`config.mk`:
```
export PLATFORM = sky130hd
export DESIGN_NAME = hour_day_counter
export DESIGN_NICKNAME = d
export VERILOG_FILES = /design/src/rtl/hour_day_counter.sv
export SDC_FILE = /design/constraint.sdc
export NUM_CORES = 1
export LEC_CHECK = 0
export ABC_CLOCK_PERIOD_IN_PS = 4000
export CAP_MARGIN = 0
export CORE_MARGIN = 2
export CORE_UTILIZATION = 50
export CTS_CLUSTER_DIAMETER = 60
export CTS_CLUSTER_SIZE = 16
export DETAILED_ROUTE_END_ITERATION = 8
export DONT_BUFFER_PORTS = 1
export GPL_TIMING_DRIVEN = 1
export SLEW_MARGIN = 20
export SYNTH_ARGS = -nofsm -noshare
export SYNTH_HDL_FRONTEND = slang
export SYNTH_SLANG_ARGS = --single-unit
```
`constraint.sdc`:
```
create_clock -name clk_h_1 -period 4 [get_ports clk_h_1]
set_clock_uncertainty 0.05 [all_clocks]
set_input_delay 0.4 -clock clk_h_1 [delete_from_list [all_inputs] [get_ports clk_h_1]]
set_output_delay 0.4 -clock clk_h_1 [all_outputs]
set_load 0.05 [all_outputs]
```
`src/rtl/hour_day_counter.sv`:
```
// hour_day_counter
// Hour-and-day stage of the digital clock chain. Each rising edge of clk_h_1
// is one hour. Keeps a 24-hour binary hour count and a day-of-week index, and
// produces a one-hour day carry on every 23->0 wrap. The hour is shown on two
// 7-segment digits in either 24-hour or 12-hour form, with an optional PM dot.
//
// Ports:
//   clk_h_1      in   hour tick clock
//   rst          in   asynchronous active-high reset
//   mode_12h     in   0 = 24-hour display, 1 = 12-hour display (display only)
//   hold         in   1 = hour does not advance on this edge
//   load         in   1 = load load_hour on this edge (wins over hold)
//   load_hour    in   hour to load, 0..23; larger values are ignored
//   hour_bin     out  registered hour, 24-hour binary
//   pm           out  1 when hour_bin >= 12, whatever the display mode
//   seg_data_h1  out  ones digit pattern {dp,g,f,e,d,c,b,a}, active-high
//   seg_data_h10 out  tens digit pattern, same format
//   day_carry    out  registered, high for one hour after a 23->0 wrap
//   day_idx      out  registered day-of-week index, 0..DAYS-1
module hour_day_counter #(
  parameter int DAYS       = 7,
  parameter int DAY_W      = 3,
  parameter int BLANK_LEAD = 0,
  parameter int DP_PM      = 1
) (
  input  logic             clk_h_1,
  input  logic             rst,
  input  logic             mode_12h,
  input  logic             hold,
  input  logic             load,
  input  logic [4:0]       load_hour,
  output logic [4:0]       hour_bin,
  output logic             pm,
  output logic [7:0]       seg_data_h1,
  output logic [7:0]       seg_data_h10,
  output logic             day_carry,
  output logic [DAY_W-1:0] day_idx
);

  localparam logic [DAY_W-1:0] DAY_LAST = DAY_W'(DAYS - 1);
  localparam logic [DAY_W-1:0] DAY_ZERO = DAY_W'(0);
  localparam logic [DAY_W-1:0] DAY_ONE  = DAY_W'(1);

  // 7-segment pattern for one decimal digit; anything out of range is blank.
  function automatic logic [7:0] seg_pattern(input logic [3:0] digit);
    logic [7:0] pat;
    case (digit)
      4'd0:    pat = 8'h3F;
      4'd1:    pat = 8'h06;
      4'd2:    pat = 8'h5B;
      4'd3:    pat = 8'h4F;
      4'd4:    pat = 8'h66;
      4'd5:    pat = 8'h6D;
      4'd6:    pat = 8'h7D;
      4'd7:    pat = 8'h07;
      4'd8:    pat = 8'h7F;
      4'd9:    pat = 8'h6F;
      default: pat = 8'h00;
    endcase
    return pat;
  endfunction

  logic [4:0]       hour_r;
  logic [DAY_W-1:0] day_r;
  logic             carry_r;

  logic [4:0]       hour_nx_s;
  logic [DAY_W-1:0] day_nx_s;
  logic             carry_nx_s;

  logic [4:0]       disp_s;
  logic [1:0]       tens_s;
  logic [3:0]       ones_s;
  logic             dp_s;

  // Next-state decision for one hour edge: load beats hold beats advance.
  // The carry is a one-hour pulse, so it defaults low on every edge.
  always_comb begin
    hour_nx_s  = hour_r;
    day_nx_s   = day_r;
    carry_nx_s = 1'b0;
    if (load) begin
      if (load_hour <= 5'd23) begin
        hour_nx_s = load_hour;
      end else begin
        hour_nx_s = hour_r;
      end
    end else if (hold) begin
      hour_nx_s = hour_r;
    end else if (hour_r == 5'd23) begin
      // Only a real advance past 23 is a day wrap; a load of 0 is not.
      hour_nx_s  = 5'd0;
      carry_nx_s = 1'b1;
      if (day_r == DAY_LAST) begin
        day_nx_s = DAY_ZERO;
      end else begin
        day_nx_s = day_r + DAY_ONE;
      end
    end else begin
      hour_nx_s = hour_r + 5'd1;
    end
  end

  // Hour, day and carry registers with asynchronous clear.
  always_ff @(posedge clk_h_1 or posedge rst) begin
    if (rst) begin
      hour_r  <= 5'd0;
      day_r   <= DAY_ZERO;
      carry_r <= 1'b0;
    end else begin
      hour_r  <= hour_nx_s;
      day_r   <= day_nx_s;
      carry_r <= carry_nx_s;
    end
  end

  // Displayed hour: 12-hour mode maps 0 and 12 to 12 and 13..23 to 1..11.
  always_comb begin
    disp_s = hour_r;
    if (!mode_12h) begin
      disp_s = hour_r;
    end else if ((hour_r == 5'd0) || (hour_r == 5'd12)) begin
      disp_s = 5'd12;
    end else if (hour_r > 5'd12) begin
      disp_s = hour_r - 5'd12;
    end else begin
      disp_s = hour_r;
    end
  end

  // BCD split by compare and subtract; the display value never exceeds 23.
  always_comb begin
    tens_s = 2'd0;
    ones_s = 4'd0;
    if (disp_s >= 5'd20) begin
      tens_s = 2'd2;
      ones_s = 4'(disp_s - 5'd20);
    end else if (disp_s >= 5'd10) begin
      tens_s = 2'd1;
      ones_s = 4'(disp_s - 5'd10);
    end else begin
      tens_s = 2'd0;
      ones_s = disp_s[3:0];
    end
  end

  // Digit patterns; the PM dot only appears in 12-hour mode.
  always_comb begin
    dp_s        = (DP_PM != 0) && mode_12h && pm;
    seg_data_h1 = seg_pattern(ones_s) | {dp_s, 7'b000_0000};
    if ((BLANK_LEAD != 0) && (tens_s == 2'd0)) begin
      seg_data_h10 = 8'h00;
    end else begin
      seg_data_h10 = seg_pattern({2'b00, tens_s});
    end
  end

  assign pm        = (hour_r >= 5'd12);
  assign hour_bin  = hour_r;
  assign day_idx   = day_r;
  assign day_carry = carry_r;

endmodule

```
# Yosys cells after proc, flatten, opt, wreduce, memory -nomap -nowiden
# Memory sizes are Yosys's and may differ from the RTL's.
# Cells that the tools add are included.
[op_classes] addsub=5 bitwise=3 div=0 n_eq_ne=8 n_mux=16 n_reduce_logical=6 order_cmp=5 multipliers=0 shifts=0
[ops] operator="$mux 5" n=7
[ops] operator="$pmux 8 s4" n=1
[ops] operator="$ge 5x4->1 const B" n=2
[ops] operator="$mux 4" n=2
[ops] operator="$or 8x8->8" n=1
[ops] operator="$add 5x1->5 const B" n=1
[ops] operator="$eq 5x4->1 const B" n=1
[ops] operator="$eq 5x5->1 const B" n=1
[ops] operator="$ge 5x5->1 const B" n=1
[ops] operator="$gt 5x4->1 const B" n=1
[ops] operator="$le 5x5->1 const B" n=1
[ops] operator="$logic_not 5->1" n=1
[ops] operator="$sub 5x4->5 const B" n=1
[ops] operator="$eq 2x2->1 const B" n=2
[ops] operator="$mux 1" n=4
[ops] operator="$ne 2x1->1 const B" n=2
[ops] operator="$sub 4x3->4 const B" n=1
[ops] operator="$sub 4x4->4 const B" n=1
[ops] operator="$add 3x1->3 const B" n=1
[ops] operator="$eq 3x3->1 const B" n=1
[ops] operator="$mux 3" n=1
[ops] operator="$reduce_and 3->1" n=1
[ops] operator="$eq 2x1->1 const B" n=1
[ops] operator="$logic_not 2->1" n=1
[ops] operator="5 further kinds" n=6
[totals] latch_bits=0 rom_bits=112 out_inout_bits=26 elab_cells=47 ram_bits=0 ff_bits=9 memories=1
[memory_table] memory="(no name shown)" depth=16 word_bits=7 read_ports=1 rd_ports_with_merged_regs=0 wr=0 line_no="47" text="case (digit)"

# Longest topological paths before layout
# Gate-level depths: netlist of the first run.
[logic_depth] depth_word=9 depth_mapped=16 depth_no_buf=16

# Worst setup path before layout of the first run
# No wires, ideal clock.
[synth_timing] kind="reg-to-output" from="register hour_r[2] (netlist: hour_bin[2])" to="output seg_data_h1[4]" path_stages_with_launch=14 setup_slack_ps=-1316 t_arrival_ps=4866 path_buffers=0 cell_sequence="dfrtp_1 inv_2 ha_1 or2_2 and2_1 nor2_1 ha_1 a32oi_1 a32oi_1 a211oi_2 nor2_1 ha_1 nor3_1 o31ai_1"
[synth_between] elab_chain_cells=9
[synth_rtl] item="start: declaration" line_no="63" text="logic [4:0] hour_r;"
[synth_rtl] item="start signal: assignment" line_no="111" text="hour_r <= hour_nx_s;"
[synth_rtl] item="$sub 5x4->5, or another cell as far along" line_no="125" text="disp_s = hour_r - 5'd12;"
[synth_rtl] item="$mux 5 or $logic_or 1x1->1 (tied branches)" line_no="124, 122"
[synth_rtl] item="$mux 5" line_no="122" text="end else if ((hour_r == 5'd0) || (hour_r == 5'd12)) begin"
[synth_rtl] item="$mux 5 *" line_no="120" text="if (!mode_12h) begin"
[synth_rtl] item="$sub 4x4->4 or $ge 5x4->1 (tied branches)" line_no="140, 138"
[synth_rtl] item="$mux 4" line_no="138" text="end else if (disp_s >= 5'd10) begin"
[synth_rtl] item="$mux 4 *" line_no="135" text="if (disp_s >= 5'd20) begin"
[synth_rtl] item="$mem_v2 16x7 *"
[synth_rtl] item="$or 8x8->8 *" line_no="150" text="seg_data_h1 = seg_pattern(ones_s) | {dp_s, 7'b000_0000};"
[synth_rtl] item="end: declaration" line_no="34" text="output logic [7:0] seg_data_h1,"
# Mark *: on every way between the ends. The rest lies on a longest branch, timed or not.

# Worst setup path after layout of the first run
[layout_timing] from="register hour_r[3] (netlist: hour_bin[3])" to="output seg_data_h1[5]"
# The elaborated chain is that of the path after synthesis.

==> flow_metrics.py, run 1 <==
metrics = {
    "outcome": {
        "run_status": "finished, violations left",
        "violated_checks": "negative setup slack",
    },
    "clocking": {
        "clockBufferDepth": 2,
        "cts_num_sinks": 9,
        "cts-buffers-inserted": 3,
        "path_clk_slew_ns": 0.06,
        "htreeDepth": 1,
        "clk-insertion-delay-late_ns": 0.27,
        "clock_tree_from_tritoncts": "yes",
        "cts.root.buffer_cell": "clkbuf_4",
    },
    "sta": {
        "min_period_ns": 4.051,
        "maxSlewViolCount": 0,
        "finalSetupViolations": 4,
        "timing_hold_violations_final": 0,
        "timing.hold.ws_ns": 0.2124,
        "top_achievable_clock_speed_mhz": 246.8,
        "layout_setup_ws_ns": -0.05124,
        "period_share": 1.013,
        "rsz_0062_raised_after_global_routing": "yes",
        "slew_margin_rel": 0.5994,
        "finalSetupTns_ns": -0.1016,
        "worst-slew-pin-transition_ns": 0.5981,
    },
    "finish": {
        "finalNetCount": 214,
        "drive_above_1_share": 0.4815,
        "most_frequent_cells_in_the_layout": "buf_4 (30), nand2_1 (9), nor2_1 (8), ha_1 (8), inv_1 (7)",
        "mostFrequentLayoutCell": "buf_4",
        "syn2layout_area_growth_pct": 53.87,
        "insertedDiodeCount": 0,
    },
    "grt": {
        "globalRouteTotalUtil": 0.2478,
        "grt_overflow_total": 0,
        "grt_antenna_before_repair": 0,
        "grt_max_degree": 12,
        "grt_pass1_vias": 1191,
        "grt_first_pass_wirelength_mm": 5.250,
    },
    "die": {
        "floorplan.initialDensity": 0.5166,
        "die-area_um2": 2905,
        "die-width_um": 53.90,
        "y_dimension_of_the_die_um": 53.90,
        "core_area_um2": 2410,
        "num_rows": 18,
        "floorplan.io_pins": 36,
    },
    "worst_setup_path": {
        "ff2ff_path_depth": 5,
        "worst_path_dominant_cell_family": "compound AO/OA/AOI/OAI gates",
        "slowest_stage": "or4_4",
        "worstPathBufferInverterCount": 1,
        "worst_r2r_startpoint": "hour_bin[0]",
        "rr_endpoint": "day_idx[0]",
        "cp_cell_sequence": "inv_2, ha_4, nand3b_1, o22a_2, nor2_4, ha_1, or2_4, a2111oi_4, a211oi_2, a21o_1, or4_4, o211ai_4",
        "critPathCaptureType": "output pin",
        "timing.critical_path.arrival_ns": 3.60,
        "maximum_net_fanout_on_the_critical_path": 4,
        "required_ns": 3.55,
        "path_class": "register to output pin",
        "setup.worst_path.start_class": "register",
        "critPathMaxStageDelay_ns": 0.58,
        "r2r_slack_ns": 2.06,
    },
    "logic_synthesis": {
        "synthCells": 154,
        "synth_cell_type_count": 56,
        "netlist_area_pre_place_um2": 1245,
        "yosysSeqAreaShare": 0.1809,
        "postSynth.topFlopCell": "dfrtp_1",
        "yosys_synthesis_warning_count": 0,
        "synth_enable_flop_cells": 0,
        "mean_post_synth_cell_area_um2": 8.084,
        "ys_async_sr_fraction": 1.000,
        "synth-seq-cells": 9,
        "syn_nets": 178,
    },
    "power_and_ir_drop": {
        "peakVddDrop_mv": 1.468,
        "power_density_cells_nw_per_um2": 921.0,
        "power.leakage_nw": 0.8089,
    },
    "drt": {
        "drt-wirelength-per-cell_um": 17.36,
        "first_iter_violations": 38,
        "num_vias": 1379,
        "routed_via_density": 6.297,
        "drc": 0,
        "number_of_detailed_routing_iterations_run_before_antenna_repair": 4,
        "totalWireLength_mm": 3.802,
        "postRouteAntennaNets": 0,
    },
    "hold_path": {
        "holdCritPathClass": "input port to register",
        "min_delay_path_depth": 1,
        "worstHoldStart": "hold",
        "worstHoldEndpoint": "day_carry",
    },
    "placed_design": {
        "numPortBuffers": 0,
        "detailedPlacementHpwl_mm": 2.510,
        "gp_routability_congestion": 0.8685,
    },
    "run": {
        "max_cap_viol_count": 0,
    },
}
## worst reg2reg max path, delay by kind of cell, from the launching register on
kind / cells / cell delay [ns]
adder cells (fa/ha/maj): 1 / 0.29
multiplexers: 1 / 0.39
AND/OR/NAND/NOR: 2 / 0.52
buffers and inverters: 1 / 0.23
flip-flops: 1 / 0.36
## routing by layer
layer	up-vias	global-route usage	wire (um)	share of wire
li1	644	-	-	-
met1	672	0.3077	1622	0.43
met2	53	0.4268	1956	0.51
met3	10	0.06667	168	0.044
met4	0	0.05128	55	0.014
met5	-	0	0	0
## report_power, final
part | internal [W] | leakage [nW] | switching, W
combinational | 0.000624 | 0.681 | 0.000919
clock | 0.0000370 | 0.0177 | 0.0000346
sequential | 0.000107 | 0.110 | 0.0000429
## cell type report
class / instances / area, um2
repair buffers: 38 / 366.6
fillers: 146 / 494.2
flip-flops and latches: 9 / 230.2
well taps: 30 / 37.54
clock buffers: 3 / 22.52
clock inverters: 1 / 5.005
inverters: 14 / 57.56
multi-input cells: 124 / 1196
## stage by stage
stage,total power (W),setup slack (ns),instances,cell area [um2],utilization
6_report,0.001764,-0.05124,219,1916,0.7949
5_1_grt,0.001858,-0.08160,219,1916,0.7949
4_1_cts,0.001664,0.002732,209,1733,0.7191
3_5_place_dp,0.001520,0.01330,197,1580,0.6558
3_3_place_gp,0.001507,0.1205,197,1580,0.6558
2_1_floorplan,0.001133,0.0003557,154,1364,-
## synthesized netlist by cell type, types with 2 or more instances
cell,instances,area [um2]
nand2_1,11,41.29
a21boi_0,3,22.52
o21ai_0,5,25.02
a41o_1,2,20.02
a221oi_1,2,17.52
a32oi_1,3,26.28
a22oi_1,4,30.03
nand2b_1,4,25.02
nand3b_1,2,15.01
o211ai_1,3,22.52
nor2_1,11,41.29
nor2b_1,2,12.51
conb_1,2,7.510
inv_1,13,48.80
o221ai_1,2,17.52
a21oi_1,6,30.03
dfrtp_1,9,225.2
nand3_1,5,25.02
buf_4,5,37.54
nor3_1,3,15.01
a31oi_1,3,18.77
ha_1,14,175.2
a31o_2,2,17.52
and2_1,5,31.28
o31ai_1,2,15.01
## kinds of logic after synthesis
group,share of synthesized area
AOI/OAI and AO/OA,0.3658
xor gates and xnor gates,0.007036
adders and majority gates,0.1407
buffers and inverters,0.07939
DFF,0.1809
muxes,0.009045
other,0.006032
and+or+nand+nor,0.2111
## worst max path at each step
stage	from	to	slack, ns	cells past startpoint
2_1_floorplan	hour_bin[2]	seg_data_h1[5]	0.0004	15
3_3_place_gp	hour_bin[2]	seg_data_h1[5]	0.12	14
3_5_place_dp	hour_bin[2]	seg_data_h1[5]	0.01	15
4_1_cts	hour_bin[1]	seg_data_h1[5]	0.003	15
5_1_grt	hour_bin[3]	seg_data_h1[5]	-0.08	12
6_report	hour_bin[3]	seg_data_h1[5]	-0.05	12
## registers in the layout (all words and copies together) (netlist names)
register	flops
day_idx	3
hour_bin	5
day_carry	1
## repair_timing
action	4_1_cts	5_1_grt
pin swaps	4	17
setup endpoints to repair	7	7
endpoints found under the hold margin	9	0
resized for setup	16	26
hold buffers	1	0
setup buffers	7	10
cloned	0	0
No activity file was read; power rests on OpenSTA's default activity.
==> inputs of run 2 (changes only) <==
Settings changed: GPL_TIMING_DRIVEN 1 to 0, TNS_END_PERCENT set to 100.
==> run 2 against run 1 <==
Largest power group unchanged. The flow still finishes with violations (negative setup slack). Maximum frequency shrank 3.6%. Final cell count grew 3.7%. Clock-buffer cell count grew 1.
==> flow_metrics.py, run 2 (synthesized netlist as in run 1, its figures left out) <==
metrics = {
    "grt": {
        "globalRouteTotalUtil": 0.2640,
        "grt.met1_usage": 0.3402,
        "global_route.peak_usage_layer": "met2",
        "use_met3": 0.04167,
        "grt_pass1_vias": 1254,
        "grt_max_degree": 11,
        "grt_util_met2": 0.4390,
        "grt_overflow_total": 0,
        "grt_first_pass_wirelength_mm": 5.644,
        "grt_antenna_before_repair": 0,
    },
    "worst_setup_path": {
        "end_of_the_critical_path": "seg_data_h1[5]",
        "cell_occurring_most_often_along_the_worst_timing_path": "ha_4",
        "critPathCaptureType": "output pin",
        "path_class": "register to output pin",
        "cp_cell_sequence": "ha_4, or2_4, and2_4, nor2_4, ha_4, nor2b_4, a311o_1, buf_4, o211ai_1, a41o_2, buf_6, or4_4, o211ai_4",
        "rr_endpoint": "day_idx[0]",
        "slowest_stage": "dfrtp_4",
        "ff2ff_path_depth": 7,
        "timing.critical_path.arrival_ns": 3.75,
        "critPathMaxStageDelay_ns": 0.60,
        "r2r_slack_ns": 1.83,
        "required_ns": 3.55,
        "startpoint": "hour_bin[3]",
        "worst_r2r_startpoint": "hour_bin[3]",
        "maximum_net_fanout_on_the_critical_path": 8,
        "setup.worst_path.start_class": "register",
    },
    "sta": {
        "layout_setup_ws_ns": -0.2035,
        "worst-slew-pin-transition_ns": 0.7322,
        "top_achievable_clock_speed_mhz": 237.9,
        "rsz_0062_raised_after_global_routing": "yes",
        "maxSlewViolCount": 0,
        "min_period_ns": 4.203,
        "finalSetupViolations": 7,
        "period_share": 1.051,
        "slew_margin_rel": 0.5118,
        "timing_hold_violations_final": 0,
        "timing.hold.ws_ns": 0.2403,
    },
    "clocking": {
        "cts-buffers-inserted": 3,
        "clk-insertion-delay-late_ns": 0.25,
        "clockBufferDepth": 2,
        "cts_num_sinks": 9,
        "cts.root.buffer_cell": "clkbuf_4",
        "clock_tree_from_tritoncts": "yes",
        "path_clk_slew_ns": 0.06,
        "htreeDepth": 1,
    },
    "finish": {
        "fillCellCount": 143,
        "area_of_the_multi_input_gates_um2": 1280,
        "mostFrequentLayoutCell": "buf_4",
        "sequential_cell_area_um2": 239.0,
        "instances_no_fill": 227,
        "largest_register_ffs": 5,
        "drive_above_1_share": 0.5584,
        "finalNetCount": 222,
        "syn2layout_area_growth_pct": 60.70,
        "most_frequent_cells_in_the_layout": "buf_4 (40), nand2_1 (9), nor2_1 (7), ha_4 (7), inv_4 (6)",
        "insertedDiodeCount": 0,
    },
    "power_and_ir_drop": {
        "power.share.switching": 0.5986,
        "power_frac_seq": 0.114,
        "total_switching_power_w": 0.001045,
        "power_density_cells_nw_per_um2": 872.2,
        "internal_power_w": 0.0007004,
        "peakVddDrop_mv": 1.273,
        "p_clk_frac": 0.038,
        "power.leakage_nw": 0.8093,
        "combinationalPowerShare": 0.848,
    },
    "die": {
        "die-area_um2": 2905,
        "floorplan.io_pins": 36,
        "y_dimension_of_the_die_um": 53.90,
        "floorplan.initialDensity": 0.5166,
        "core_area_um2": 2410,
        "num_rows": 18,
        "die-width_um": 53.90,
    },
    "drt": {
        "routed_via_density": 6.352,
        "number_of_detailed_routing_iterations_run_before_antenna_repair": 4,
        "drc": 0,
        "num_vias": 1442,
        "postRouteAntennaNets": 0,
        "first_iter_violations": 24,
        "drt-wirelength-per-cell_um": 19.00,
        "totalWireLength_mm": 4.312,
    },
    "placed_design": {
        "place.detailed.instances": 184,
        "numPortBuffers": 0,
        "detailedPlacementHpwl_mm": 2.330,
        "gp_routability_congestion": 0.8915,
    },
    "run": {
        "max_cap_viol_count": 0,
    },
    "outcome": {
        "violated_checks": "negative setup slack",
        "run_status": "finished, violations left",
    },
    "hold_path": {
        "holdCritPathClass": "input port to register",
    },
}
-- run 2: routing by layer --
layer,wire [um],share of wire
met3,204,0.047
met5,0,0
met2,2162,0.50
met1,1804,0.42
met4,140,0.032
-- run 2: through the flow --
stage / total power (W) / TNS [ns] / setup WS [ns] / cell area [um2] / utilization
after floorplan: 0.001133 / 0 / 0.0003557 / 1364 / -
after global placement: 0.001219 / -2.042 / -0.3258 / 1401 / 0.5815
after detailed placement: 0.001239 / -2.306 / -0.3329 / 1401 / 0.5815
after CTS: 0.001549 / -1.025 / -0.1919 / 1772 / 0.7352
after global routing: 0.001822 / -1.721 / -0.3076 / 2001 / 0.8302
final: 0.001745 / -1.131 / -0.2035 / 2001 / 0.8302
-- run 2: final cells by class --
cell class / count / area share
buffer: 7 / 0.02314
clock buffer: 4 / 0.01313
inverter: 14 / 0.03627
multi-input combinational: 124 / 0.6398
sequential: 9 / 0.1194
tap: 30 / 0.01876
timing repair buffer: 39 / 0.1495
-- run 2: what timing repair did --
item / 4_1_cts / 5_1_grt
hold buffers: 1 / 0
buffers inserted: 20 / 18
hold endpoints to repair: 9 / 0
resized for setup: 47 / 23
pin swaps: 18 / 29
setup endpoints to repair: 10 / 9
-- run 2: worst min-delay path by stage --
stage	depth (start not counted)	endpoint	from	slack, ns
6_report	1	day_carry	hold	0.24
5_1_grt	1	day_carry	hold	0.23
4_1_cts	1	day_carry	hold	0.22
3_5_place_dp	1	day_carry	rst	0.21
3_3_place_gp	1	day_carry	rst	0.21
2_1_floorplan	1	day_carry	rst	0.18
-- run 2: critical path: cells and delay by family (launching register included) --
family          cells  cell delay (ns)
flops               1             0.60
buf+inv             2             0.28
simple gates        5             1.34
fa+ha+maj           2             0.39
compound gates      4             0.89
-- run 2: power by group through the flow --
stage,clock network [W],registers [W],logic (W)
after floorplan,0,0.000184,0.000949
after global placement,0,0.000191,0.00103
after global routing,0.0000728,0.000203,0.00155
after CTS,0.0000717,0.000198,0.00128
final,0.0000655,0.000200,0.00148
after detailed placement,0,0.000192,0.00105
